[config.mk]
export PLATFORM = sky130hd
export DESIGN_NAME = calendario_regresivo
export DESIGN_NICKNAME = d
export VERILOG_FILES = /design/src/rtl/calendario_regresivo.sv
export SDC_FILE = /design/constraint.sdc
export NUM_CORES = 1
export LEC_CHECK = 0
export CAP_MARGIN = 10
export CORE_ASPECT_RATIO = 1.25
export CORE_MARGIN = 4
export CORE_UTILIZATION = 52
export CTS_BUF_LIST = sky130_fd_sc_hd__clkbuf_8
export DETAILED_ROUTE_END_ITERATION = 8
export HOLD_SLACK_MARGIN = 0.1
export PLACE_DENSITY = 0.95
export SLEW_MARGIN = 5
export SYNTH_ARGS = -nofsm -noshare
export SYNTH_HDL_FRONTEND = slang
export SYNTH_SLANG_ARGS = --single-unit
[constraint.sdc]
create_clock -name clk -period 4.4 [get_ports clk]
set_clock_uncertainty 0.1 [all_clocks]
set_input_delay 0.66 -clock clk [delete_from_list [all_inputs] [get_ports clk]]
set_output_delay 0.66 -clock clk [all_outputs]
set_load 0.005 [all_outputs]
[src/rtl/calendario_regresivo.sv]
// Backward BCD day/month calendar: one day back per enabled clock, with a validated preset.
// Digit outputs match the forward calendar counter so both can share the display path.
module calendario_regresivo #(
  parameter int FEB_DAYS = 28
) (
  input  logic       clk,
  input  logic       rst,
  input  logic       en,
  input  logic       load,
  input  logic [3:0] ld_du,
  input  logic [3:0] ld_dd,
  input  logic [3:0] ld_mu,
  input  logic [3:0] ld_md,
  output logic [3:0] du,
  output logic [3:0] dd,
  output logic [3:0] mu,
  output logic [3:0] md,
  output logic       wrap,
  output logic       load_err
);

  localparam logic [3:0] FEB_UNITS = (FEB_DAYS == 29) ? 4'd9 : 4'd8;

  logic [3:0] du_q, du_d;
  logic [3:0] dd_q, dd_d;
  logic [3:0] mu_q, mu_d;
  logic [3:0] md_q, md_d;
  logic       wrap_q, wrap_d;
  logic       load_err_q, load_err_d;

  // Month length as two BCD digits {tens, units}
  function automatic logic [7:0] month_len(input logic [3:0] m_t, input logic [3:0] m_u);
    logic [7:0] len;
    if (m_t == 4'd0 && m_u == 4'd2) begin
      len = {4'd2, FEB_UNITS};
    end else if ((m_t == 4'd0 && (m_u == 4'd4 || m_u == 4'd6 || m_u == 4'd9)) ||
                 (m_t == 4'd1 && m_u == 4'd1)) begin
      len = {4'd3, 4'd0};
    end else begin
      len = {4'd3, 4'd1};
    end
    return len;
  endfunction

  logic [7:0] ld_len;
  logic       ld_digits_ok;
  logic       ld_month_ok;
  logic       ld_day_nonzero;
  logic       ld_day_fits;
  logic       ld_valid;

  assign ld_len         = month_len(ld_md, ld_mu);
  assign ld_digits_ok   = (ld_du <= 4'd9) && (ld_dd <= 4'd9) && (ld_mu <= 4'd9) && (ld_md <= 4'd1);
  assign ld_month_ok    = (ld_md == 4'd0 && ld_mu != 4'd0) || (ld_md == 4'd1 && ld_mu <= 4'd2);
  assign ld_day_nonzero = !(ld_dd == 4'd0 && ld_du == 4'd0);
  // Digit-wise BCD compare of the day against the month length
  assign ld_day_fits    = (ld_dd < ld_len[7:4]) ||
                          (ld_dd == ld_len[7:4] && ld_du <= ld_len[3:0]);
  assign ld_valid       = ld_digits_ok && ld_month_ok && ld_day_nonzero && ld_day_fits;

  logic [3:0] prev_mu;
  logic [3:0] prev_md;
  logic       prev_wraps;
  logic [7:0] prev_len;
  logic       day_is_first;

  always_comb begin
    prev_mu    = mu_q - 4'd1;
    prev_md    = md_q;
    prev_wraps = 1'b0;
    if (md_q == 4'd0 && mu_q == 4'd1) begin
      prev_md    = 4'd1;
      prev_mu    = 4'd2;
      prev_wraps = 1'b1;
    end else if (mu_q == 4'd0) begin
      prev_md = 4'd0;
      prev_mu = 4'd9;
    end
  end

  assign prev_len     = month_len(prev_md, prev_mu);
  assign day_is_first = (du_q == 4'd1) && (dd_q == 4'd0);

  always_comb begin
    du_d       = du_q;
    dd_d       = dd_q;
    mu_d       = mu_q;
    md_d       = md_q;
    wrap_d     = 1'b0;
    load_err_d = 1'b0;
    if (load) begin
      if (ld_valid) begin
        du_d = ld_du;
        dd_d = ld_dd;
        mu_d = ld_mu;
        md_d = ld_md;
      end else begin
        load_err_d = 1'b1;
      end
    end else if (en) begin
      if (day_is_first) begin
        mu_d   = prev_mu;
        md_d   = prev_md;
        dd_d   = prev_len[7:4];
        du_d   = prev_len[3:0];
        wrap_d = prev_wraps;
      end else if (du_q == 4'd0) begin
        du_d = 4'd9;
        dd_d = dd_q - 4'd1;
      end else begin
        du_d = du_q - 4'd1;
      end
    end
  end

  always_ff @(posedge clk) begin
    if (!rst) begin
      du_q       <= 4'd1;
      dd_q       <= 4'd0;
      mu_q       <= 4'd1;
      md_q       <= 4'd0;
      wrap_q     <= 1'b0;
      load_err_q <= 1'b0;
    end else begin
      du_q       <= du_d;
      dd_q       <= dd_d;
      mu_q       <= mu_d;
      md_q       <= md_d;
      wrap_q     <= wrap_d;
      load_err_q <= load_err_d;
    end
  end

  assign du       = du_q;
  assign dd       = dd_q;
  assign mu       = mu_q;
  assign md       = md_q;
  assign wrap     = wrap_q;
  assign load_err = load_err_q;

endmodule

# --- After elaboration in Yosys (flattened, before gate mapping) ---
# Cells that the tools add are included.
totals:
  ff_bits: 18
  elab_cells: 107
op_classes:
  n_addsub: 3
  order_cmp: 7
  eq_ne: 16
  n_mux: 28
  bitwise: 3
  reduce_logical: 44
op_table:
  columns: ["op", "count"]
  rows:
  - ["4-bit two-way mux", 22]
  - ["4-bit logical NOT", 8]
  - ["4-bit by 1-bit == test with 1-bit output, second input constant", 6]
  - ["1-bit logical AND", 18]
  - ["4-bit by 3-bit == test with 1-bit output, second input constant", 4]
  - ["4-bit <= comparator, second input constant", 3]
  - ["4-bit by 1-bit subtractor with 4-bit output, second input constant", 3]
  - ["5-bit two-way mux", 2]
  - ["4-bit by 2-bit == test with 1-bit output, second input constant", 2]
  - ["4-bit == test, second input constant", 2]
  - ["1-bit logical OR", 8]
  - ["3-bit AND reduction", 2]
  - ["4-bit == test", 1]
  - ["4-bit by 1-bit <= comparator with 1-bit output, second input constant", 1]
  - ["4-bit by 2-bit <= comparator with 1-bit output, second input constant", 1]
  - ["4-bit <= comparator", 1]
  - ["4-bit less-than comparator", 1]
  - ["1-bit two-way mux", 4]
  - ["2-bit AND reduction", 2]
  - ["2-bit nonzero test", 2]
  - ["4-bit nonzero test", 1]
  - ["4-bit OR reduction", 1]
  - ["1-bit inverter", 3]
  - ["3-bit nonzero test", 1]
  - ["other kinds (2)", 2]

# --- Depth between registers and ports, before layout ---
logic_depth:
  ltp_word: 13
  depth_mapped: 11

# --- Worst setup path before layout ---
# Ideal clock, no wire load.
synth_timing:
  path_kind: "input to register"
  startpoint: "input ld_mu[0]"
  endpoint: "register dd_q[3] (netlist: dd[3])"
  setup_ps: 86
  t_arrival_ps: 2902
  required_time_ps: 4214
  setup_slack_ps: 1312
  path_stages: 11
  cell_sequence: "nor3_1 o21ai_0 nand2_1 nand2_1 ha_1 nor2_1 o31ai_1 a311o_1 a31oi_1 a221oi_1 a211oi_1"
synth_via:
  elab_chain_len: 13
  elab_cells_between_ends: 31
synth_rtl:
  columns: ["item", "line_no", "rtl"]
  rows:
  - ["start, declared", "12", "input logic [3:0] ld_mu,"]
  - ["4-bit by 3-bit == test with 1-bit output", "36", "end else if ((m_t == 4'd0 && (m_u == 4'd4 || m_u == 4'd6 || m_u == 4'd9)) ||"]
  - ["1-bit logical OR (2 in a row)", "36", null]
  - ["1-bit logical AND", "36", null]
  - ["1-bit logical OR", "36", null]
  - ["1-bit two-way mux", "36", null]
  - ["5-bit two-way mux", "34", "if (m_t == 4'd0 && m_u == 4'd2) begin"]
  - ["4-bit <= comparator", "58", "(ld_dd == ld_len[7:4] && ld_du <= ld_len[3:0]);"]
  - ["1-bit logical AND", "58", null]
  - ["1-bit logical OR", "57", "assign ld_day_fits = (ld_dd < ld_len[7:4]) ||"]
  - ["1-bit logical AND *", "59", "assign ld_valid = ld_digits_ok && ld_month_ok && ld_day_nonzero && ld_day_fits;"]
  - ["2-bit by 1-bit inequality test with 1-bit output (no line) *", null, null]
  - ["3-bit AND reduction (no line) *", null, null]
  - ["end signal, assigned", "119", "dd_q <= 4'd0;"]
  - ["end signal, assigned", "126", "dd_q <= dd_d;"]
  - ["end, declared", "25", "logic [3:0] dd_q, dd_d;"]
# Mark *: on every way between the ends. The rest lies on a longest branch, timed or not.
# A chain may end at the register's enable or synchronous reset.

# --- Worst setup path in the final report ---
layout_timing:
  startpoint: "input ld_mu[0]"
  endpoint: "register dd_q[2] (netlist: dd[2])"
# Same word-level chain as after synthesis.

==> metrics.csv <==
stage,metric,value,unit
outcome,result of the run,finished clean,
synthesis,number of instances in the synthesized netlist,162,
layout,final core utilization,74.9,%
cts,number of hold-repair buffers added at the cts stage,0,
placed_design,HPWL after DPL,2830,um
synthesis,share of the synthesized area in the top cell type,29.0,%
sta,final setup margin,0.604,ns
worst_hold_path,Hold Path Origin,md[1],
route,Initial DRT Pass Iterations,4,
synthesis,register area share after synthesis,29.0,%
cts,clock network latency to the later pin of the worst-skew pair,0.25,ns
sta,fmax,263,MHz
critical_path,Worst Path Max Fanout,8,
layout,"Net count, final",223,
route,vias per cell,6.28,
global_route,initial antenna violation count,0,
cts,CTS H-tree lvls,1,
synthesis,Netlist cell types,45,
sta,minimum hold slack,0.364,ns
floorplanning,height of the chip,62.7,um
route,remaining number of nets flagged by the antenna check after routing,0,
critical_path,CP max-delay cell,sky130_fd_sc_hd__a31oi_1,
sta,relative slew slack,52.1,%
floorplanning,chip width,51.7,um
route,drt drc,0,
global_route,global route total overflow,0,
placed_design,pre-CTS WS,0.457,ns
critical_path,worst reg2reg startpoint,du[1],
route,violation count after the first detailed-route iteration,41,
critical_path,register-to-register path setup slack,2.39,ns
sta,setup repair after global routing missed its margin,false,
critical_path,number of cells on the worst reg-to-reg path,4,
power_and_ir_drop,cell area power density,261,nW/um^2
critical_path,nature of the critical path startpoint,primary input,
critical_path,critical register-to-register path endpoint,mu[3],
placed_design,Final GP Congestion,0.874,
sta,Final Max Tran Viols,0,
floorplanning,placeable core region,2230,um^2
sta,Period minus WS final,3.80,ns
layout,ratio of cells with drive above 1 in the final layout,4.06,%
cts,TritonCTS buffer count,3,
sta,Setup Total Neg Slack,0,ns
synthesis,proportion of register bits with asynchronous set or reset after synthesis,0,%
synthesis,ranking of synthesized cells by area,"sky130_fd_sc_hd__dfxtp_1 (29%), sky130_fd_sc_hd__nand2_1 (6.0%), sky130_fd_sc_hd__o21ai_0 (5.2%)",
synthesis,"area leader, netlist",sky130_fd_sc_hd__dfxtp_1,
sta,Tightest Pin Transition,0.717,ns
sta,final period utilization,86.3,%
floorplanning,num rows,19,
synthesis,mean post-synth cell area,7.67,um^2
worst_hold_path,hold-critical path endpoint,md[1],
layout,synthesis-to-layout area growth,34.6,%
synthesis,leading post-synthesis cells by instance count,"sky130_fd_sc_hd__nand2_1 (20), sky130_fd_sc_hd__dfxtp_1 (18), sky130_fd_sc_hd__nor2_1 (16)",
synthesis,Yosys warning count,0,
global_route,gr usage total,25.3,%
global_route,wire length of the first global-routing pass,6530,um
run,Maximum Capacitance Violations,0,
global_route,via count of the first global-routing pass,1450,
route,WL final,3730,um
critical_path,worst path arrival time,3.86,ns
cts,CTS tree,yes,
worst_hold_path,Hold Path Cell Cnt,2,
cts,CTS resizes,0,
sta,number of hold violations in the final report,0,
critical_path,Max stage delay on crit path,0.53,ns
sta,number of setup violations in the final report,0,
power_and_ir_drop,VDD IR-drop max,0.247,mV
critical_path,required time of the worst setup path,4.46,ns
placed_design,buffers added on ports,37,
cts,clock sink count,18,
synthesis,#FFs+latches synth,18,
floorplanning,Initial Utilization,55.6,%
critical_path,critical path type,in -> reg,
floorplanning,Die ar.,3240,um^2
critical_path,endpoint kind of the worst setup timing path,flop,
synthesis,Syn Std Cell Area,1240,um^2
floorplanning,Ports,38,
synthesis,count of flip-flops with a built-in enable after synthesis,0,
route,wire length per cell,16.3,um
power_and_ir_drop,overall power of the completed layout,437,uW
layout,final antenna diode count,0,
cts,"Setup Fix Bufs, Post-CTS",0,
cts,clock slew seen by the registers of the worst setup and hold paths,0.07,ns
worst_hold_path,class of the most critical hold timing path,reg -> reg,
power_and_ir_drop,leakage dissipation,0.621,nW
global_route,pin count of the biggest net entering global routing,19,
cts,clock root buffer,sky130_fd_sc_hd__clkbuf_8,
synthesis,most used flip-flop cell after synthesis,sky130_fd_sc_hd__dfxtp_1,
synthesis,Post-Syn Nets,186,
route,overall via count from detail_route,1431,
cts,CTS max path bufs,2,
synthesis,most common cell in the synthesized netlist,sky130_fd_sc_hd__nand2_1,
critical_path,sequence of cells on the critical path,clkdlybuf4s50_1 -> nor3_1 -> o21ai_0 -> nand2_1 -> nand2_1 -> ha_1 -> nor2_1 -> o31ai_1 -> a311o_1 -> a31oi_1 -> a211oi_1 -> a211oi_1,
## through the flow
| stage | instances | cell area, um^2 |
|---|---|---|
| floorplan | 162 | 1240 |
| global placement | 225 | 1630 |
| detailed placement | 225 | 1630 |
| CTS | 228 | 1670 |
| global route | 228 | 1670 |
| finish | 228 | 1670 |
## worst max-delay path, delay by kind of cell
kind	cells	cell delay [ns]
compound gates	6	1.61
simple gates	4	0.79
buf+inv	1	0.48
fa+ha+maj	1	0.32
## cell type report
type,instances,area (um^2)
clock buffers,3,41.3
fillers,167,562
inverters,11,41.3
multi-input cells,128,821
flip-flops and latches,18,360
well taps,31,38.8
repair buffers,37,370
## metal layers
layer  vias up  track usage [%]  part of all wire (%)
met5         -                0                     0
met4         0             12.1                   2.3
met3        16             3.10                   5.4
met2        79             42.4                    53
met1       659             31.0                    39
li1        677                -                     -
## cells by family after synthesis
family                     count (synthesis)  synth area share [%]
DFF                                       18                  29.0
AOI/OAI and AO/OA                         47                  28.4
and+or+nand+nor                           72                  30.0
xor gates and xnor gates                   4                  2.82
adders and majority gates                  4                  4.03
muxes                                      1                 0.806
buffers and inverters                     16                  4.93
## sequential cells by signal (all words and copies together) (netlist names)
register and count:
md 4, du 4, dd 4, wrap 1, mu 4, load_err 1
## layout by cell type (no fill, tap or decap), types with 4 or more instances in the layout
master,netlist,layout
sky130_fd_sc_hd__a211oi_1,8,8
sky130_fd_sc_hd__clkdlybuf4s50_1,0,37
sky130_fd_sc_hd__dfxtp_1,18,18
sky130_fd_sc_hd__ha_1,4,4
sky130_fd_sc_hd__inv_1,11,11
sky130_fd_sc_hd__nand2_1,20,20
sky130_fd_sc_hd__nand3_1,5,5
sky130_fd_sc_hd__nand4_1,5,5
sky130_fd_sc_hd__nor2_1,16,16
sky130_fd_sc_hd__nor3_1,7,7
sky130_fd_sc_hd__o21ai_0,13,13
## power breakdown
part,switching [mW],leakage [nW],internal (mW)
clock,0.0522,0.0216,0.0608
sequential,0.0137,0.147,0.173
combinational,0.0698,0.452,0.0673
## how the worst max path moves through the flow
stage                   from  cells after the start  slack, ns    end
floorplan           ld_mu[0]                     11       1.31  dd[3]
global placement    ld_mu[0]                     12       0.67  dd[3]
detailed placement  ld_mu[0]                     12       0.46  dd[2]
CTS                 ld_mu[0]                     12       0.64  dd[2]
global route        ld_mu[0]                     12       0.43  dd[2]
finish              ld_mu[0]                     12       0.60  dd[2]
Power figures use the tool's default switching activity.
